`config.mk`:
```
export PLATFORM = sky130hd
export DESIGN_NAME = fetch_sequencer
export DESIGN_NICKNAME = d
export VERILOG_FILES = /design/src/rtl/fetch_sequencer.sv
export SDC_FILE = /design/constraint.sdc
export NUM_CORES = 1
export LEC_CHECK = 0
export ABC_AREA = 0
export CORE_AREA = 2 2 490 492
export DETAILED_ROUTE_END_ITERATION = 8
export DIE_AREA = 0 0 492 494
export HOLD_SLACK_MARGIN = 0.15
export SLEW_MARGIN = 20
export SYNTH_ARGS = -nofsm -noshare
export SYNTH_HDL_FRONTEND = slang
export SYNTH_SLANG_ARGS = --single-unit
```
`constraint.sdc`:
```
create_clock -name clock -period 2.5 [get_ports clock]
set_input_delay 0.25 -clock clock [delete_from_list [all_inputs] [get_ports clock]]
set_output_delay 0.25 -clock clock [all_outputs]
set_load 0.1 [all_outputs]
```
`src/rtl/fetch_sequencer.sv`:
```
// Front-end fetch sequencer: owns the fetch PC, requests one line at a time when the
// ibuffer has room for it, forwards the returned line and flushes on redirects.
module fetch_sequencer #(
    parameter logic [47:0] RESET_PC   = 48'h0,
    parameter int          IBUF_DEPTH = 24,
    parameter int          LINE_INSTS = 16
) (
    input  logic                     clock,
    input  logic                     reset_n,
    input  logic                     fetch_enable,
    input  logic                     redirect_valid,
    input  logic [47:0]              redirect_target,
    input  logic [4:0]               ibuf_count,
    output logic                     mem_req_valid,
    output logic [47:0]              mem_req_addr,
    input  logic                     mem_req_ready,
    input  logic                     mem_resp_valid,
    input  logic [LINE_INSTS*32-1:0] mem_resp_data,
    output logic                     ibuf_line_valid,
    output logic [LINE_INSTS*32-1:0] ibuf_line_data,
    output logic [47:0]              ibuf_line_pc,
    output logic                     ibuf_clear,
    output logic [47:0]              fetch_pc,
    output logic [31:0]              lines_fetched
);

    localparam int          LINE_BITS  = LINE_INSTS * 32;
    localparam int          FILL_W     = $clog2(LINE_INSTS + 1);
    localparam int          CREDIT_MAX = IBUF_DEPTH - LINE_INSTS;
    localparam logic [47:0] PC_STEP    = 48'(LINE_INSTS * 4);

    typedef enum logic [1:0] {IDLE, REQ, WAIT, FILL} state_e;

    state_e              state_q, state_d;
    logic [47:0]         pc_q, pc_d;
    logic                drop_q, drop_d;
    logic [FILL_W-1:0]   fill_q, fill_d;
    logic [31:0]         lines_q, lines_d;
    logic                req_valid_q, req_valid_d;
    logic                line_valid_q, line_valid_d;
    logic                clear_q, clear_d;
    logic [LINE_BITS-1:0] line_data_q;
    logic [47:0]         line_pc_q;
    logic                capture;
    logic                credit_ok;

    assign credit_ok = (int'(ibuf_count) <= CREDIT_MAX);

    // NOTE: every variable gets a default before the case so no path can infer a latch.
    always_comb begin
        state_d      = state_q;
        pc_d         = pc_q;
        drop_d       = drop_q;
        fill_d       = fill_q;
        lines_d      = lines_q;
        line_valid_d = 1'b0;
        clear_d      = 1'b0;
        capture      = 1'b0;

        if (redirect_valid) begin
            pc_d    = redirect_target;
            clear_d = 1'b1;
            fill_d  = '0;
            unique case (state_q)
                REQ: begin
                    // An accepted request is already in flight; its response must be dropped.
                    if (mem_req_ready) begin
                        state_d = WAIT;
                        drop_d  = 1'b1;
                    end else begin
                        state_d = IDLE;
                    end
                end
                WAIT: begin
                    if (mem_resp_valid) begin
                        state_d = IDLE;
                        drop_d  = 1'b0;
                    end else begin
                        drop_d  = 1'b1;
                    end
                end
                default: state_d = IDLE;
            endcase
        end else begin
            unique case (state_q)
                IDLE: if (fetch_enable && credit_ok) state_d = REQ;
                REQ:  if (mem_req_ready) state_d = WAIT;
                WAIT: begin
                    if (mem_resp_valid) begin
                        if (drop_q) begin
                            drop_d  = 1'b0;
                            state_d = IDLE;
                        end else begin
                            capture      = 1'b1;
                            line_valid_d = 1'b1;
                            pc_d         = pc_q + PC_STEP;
                            lines_d      = lines_q + 32'd1;
                            fill_d       = FILL_W'(LINE_INSTS);
                            state_d      = FILL;
                        end
                    end
                end
                FILL: begin
                    fill_d = fill_q - FILL_W'(1);
                    if (fill_q <= FILL_W'(1)) state_d = IDLE;
                end
                default: state_d = IDLE;
            endcase
        end

        req_valid_d = (state_d == REQ);
    end

    // NOTE: sequential state uses non-blocking assignments; the wide line register is
    // reset as well because its reset value is architecturally visible.
    always_ff @(posedge clock or negedge reset_n) begin
        if (!reset_n) begin
            state_q      <= IDLE;
            pc_q         <= RESET_PC;
            drop_q       <= 1'b0;
            fill_q       <= '0;
            lines_q      <= '0;
            req_valid_q  <= 1'b0;
            line_valid_q <= 1'b0;
            clear_q      <= 1'b0;
            line_data_q  <= '0;
            line_pc_q    <= '0;
        end else begin
            state_q      <= state_d;
            pc_q         <= pc_d;
            drop_q       <= drop_d;
            fill_q       <= fill_d;
            lines_q      <= lines_d;
            req_valid_q  <= req_valid_d;
            line_valid_q <= line_valid_d;
            clear_q      <= clear_d;
            if (capture) begin
                line_data_q <= mem_resp_data;
                line_pc_q   <= pc_q;
            end
        end
    end

    assign mem_req_valid   = req_valid_q;
    assign mem_req_addr    = pc_q;
    assign fetch_pc        = pc_q;
    assign ibuf_line_valid = line_valid_q;
    assign ibuf_line_data  = line_data_q;
    assign ibuf_line_pc    = line_pc_q;
    assign ibuf_clear      = clear_q;
    assign lines_fetched   = lines_q;

endmodule

```
==> metrics.md <==
| Metric | Value |
|---|---|
| Status | `finished, final reports clean` |
| Tmin final | `2.37 ns` |
| Crit path DAT | `2.97 ns` |
| Layout cells sized above 1 | `0.212` |
| Num rows | `roughly 180` |
| Worst Setup Start Kind | `register` |
| Pre-CTS WS | `-0.0717 ns` |
| Clk Latency, worst-skew pair | `0.69 ns` |
| CP top delay family | `simple AND/OR/NAND/NOR gates` |
| Setup WS post-layout | `about 0.13 ns` |
| Core outline area | `237,000 um^2` |
| Layout area overhead | `89.0%` |
| Clk slew on worst S/H paths | `0.06 ns` |
| Initial core utilization | `0.110` |
| Most common cell after layout, fill and taps aside | `nand2_1` |
| Die Width | `492 um` |
| Slew @ Worst Pin | `0.895 ns` |
| H-tree depth | `3` |
| Routed Wire Length | `179 mm` |
| Top Metal Used | `met5` |
| Slowest stage cell, crit path | `or4_1` |
| Reg-to-reg setup timing slack | `around 0.13 ns` |
| Vias | `27,900` |
| First-pass GRT wire length | `239 mm` |
| RR Endpoint | `fetch_pc[42]$_DFFE_PN0P_` |
| Reg2reg start | `fetch_pc[6]$_DFFE_PN0P_` |
| DR WL/cell | `22.5 um` |
| Global placement routability congestion | `0.954` |
| Rel. slew slack | `0.404` |
| Routed Antenna Nets | `0` |
| Die area | `243,000 um^2` |
| Most frequent cells in the layout | `nand2_1, buf_4, dfrtp_1` |
| TritonCTS Sinks | `651` |
| Initial DRC count | `2,150` |
| Worst Skew | `0.0253 ns` |
| Routed length on met2 | `82.7 mm` |
| Initial antenna violation count | `155` |
| # setup viols final | `0` |
| Post-route setup TNS | `0 ns` |
| Root Driver | `clkbuf_16` |
| I/O pins | `approximately 1,300` |
| Longest Clk Path Bufs | `3` |
| WHS Endpoint | `ibuf_line_data[359]$_DFFE_PN0P_` |
| Synth cell types | `50` |
| Max Cap Viol | `0` |
| Hold Fails Final Rpt | `0` |
| Area occupied by multi-input gates | `between 8000 and 9000 um^2` |
| Synthesized cell area | `26,000 um^2` |
| Met1 WL | `68.0 mm` |
| Hold path depth | `3` |
| Worst Path Max Fanout | `8` |
| Grt ovf | `0` |
| Die Y | `494 um` |
| Pins Over Slew Limit | `0` |
| CTS tree | `built` |
| Crit path cell chain | `ha_1 > nand2_1 > or4_1 > buf_4 > nor4_2 > xor2_1 > mux2_2` |
| Worst Setup End Kind | `register` |
| Met3 wire length | `18.6 mm` |
| Final worst-path cycle share | `0.948` |
| RSZ-0062 raised after global routing | `false` |
| Post-DP HPWL | `147 mm` |
| Total track usage | `0.142` |
| Yosys reg bits | `651` |
| FILL cells | `between 20,000 and 30,000` |
| Ys Warns | `0` |
| Register area share after synthesis | `0.626` |
| I/O Buffers | `between 1,000 and 1,500` |
| 1st-pass router iterations | `7` |
| WP buf/inv | `1` |
| Slowest stage delay, CP | `between 0.5 and 0.6 ns` |
| Cells after Synth | `a little under 3,000` |
| CTS Buf Count | `83` |
| Largest net degree at the start of global routing | `139` |
| Via density | `3.50` |
| Worst Path Class, Setup | `register to register` |
| HP Start | `mem_resp_data[359]` |
| Post-synth net total | `roughly 3,500` |
| Reg2Reg Depth | `7` |
| HP Class | `input pin to register` |
| Hold slack | `0.201 ns` |
| FMAX | `422 MHz` |
| # DRC | `0` |
| Nets | `approximately 5,300` |
| Vias in the first global route | `between 20,000 and 30,000` |
| Syn_area_per_cell | `approximately 9 um^2` |
| Worst Path Required | `between 3 and 4 ns` |
| Reg area | `16,300 um^2` |
[worst min-delay path, cell delays in order]
cell and delay [ns]:
clkdlybuf4s50_1 0.40, nand2_1 0.14, nand2_1 0.06
[through the flow]
stage	cells	cell area [um^2]	util
floorplan	2906	26000	-
global placement	7250	41200	0.173
detailed placement	7250	41200	0.173
CTS	7898	49000	0.206
global route	7934	49100	0.207
finish	7965	49200	0.207
[sequential cells by signal, indices dropped and copies added (netlist names)]
| signal | count |
|---|---|
| drop_q | 1 |
| fetch_pc | 48 |
| state_q | 2 |
| ibuf_line_valid | 1 |
| ibuf_clear | 1 |
| ibuf_line_data | 512 |
| fill_q | 5 |
| ibuf_line_pc | 48 |
| mem_req_valid | 1 |
| lines_fetched | 32 |
[layer usage]
metal | vias to the layer above | GRT usage
met4 | 82 | 0.0663
met5 | - | 0
li1 | 12600 | -
met3 | 366 | 0.0582
met2 | 1532 | 0.233
met1 | 13300 | 0.160
[cells in the mapped netlist, drive strengths merged]
library cell	number	area (um^2)
a32oi	1	8.76
nand4b	3	26.3
a21boi	1	7.51
xor2	28	245
a31oi	3	18.8
o21a	1	7.51
mux2	14	158
or2	3	18.8
o22ai	1	6.26
nor2b	5	31.3
or4	4	30.0
and4	7	61.3
nor2	26	97.6
dfrtp	651	16300
or3b	1	8.76
o21ai	39	195
and3b	1	8.76
and3	12	75.1
ha	8	100
nor4bb	1	10.0
a311oi	2	17.5
or3	1	6.26
buf	58	414
inv	11	41.3
xnor2	42	368
o31ai	5	37.5
nor4b	1	8.76
nor4	15	146
nand3b	1	7.51
nand4bb	1	11.3
nor3	11	60.1
and2	3	18.8
o21ba	2	20.0
nand2	1742	6540
a21oi	10	50.1
o41ai	1	8.76
nand2b	2	12.5
clkbuf	138	518
mux2i	1	10.0
nand4	23	174
nand3	26	130
[worst max path at each step]
stage,from,endpoint,slack [ns],cells after the start
after floorplan,fetch_pc[36]$_DFFE_PN0P_,fetch_pc[44]$_DFFE_PN0P_,0.001,6
after global placement,mem_resp_valid,fetch_pc[46]$_DFFE_PN0P_,-0.08,8
after detailed placement,mem_resp_valid,fetch_pc[46]$_DFFE_PN0P_,-0.07,8
after CTS,state_q[0]$_DFF_PN0_,fetch_pc[46]$_DFFE_PN0P_,0.009,9
after global routing,fetch_pc[7]$_DFFE_PN0P_,fetch_pc[42]$_DFFE_PN0P_,0.05,7
final,fetch_pc[6]$_DFFE_PN0P_,fetch_pc[42]$_DFFE_PN0P_,0.13,7
[kinds of logic (layout without fill, tap and decap cells)]
family	Yosys count	in the layout	synth area share
AOI/OAI and AO/OA	66	66	0.0145
xor gates and xnor gates	70	70	0.0236
adders and majority gates	8	8	0.00385
buffers and inverters	207	2037	0.0374
DFF	651	651	0.626
muxes	15	15	0.00645
other	0	62	0
and+or+nand+nor	1889	1889	0.288
[final cells by class]
class,count,share of cell area
Timing Repair Buffer,1877,0.348
Inverter,11,0.000993
Clock buffer,110,0.0476
Clock inverter,39,0.00906
Multi-Input combinational cell,2048,0.178
Tap cell,3167,0.0806
Antenna cell,62,0.00316
Sequential cell,651,0.332
[timing repair]
action,4_1_cts,5_1_grt
buffers inserted,0,5
hold endpoints to repair,1105,0
gates resized for setup,0,2
hold buffers,499,0
endpoints found under the setup margin,0,10
Power is not shown: default switching activity piles up to over one toggle a cycle in this logic, so the estimate is an artifact.
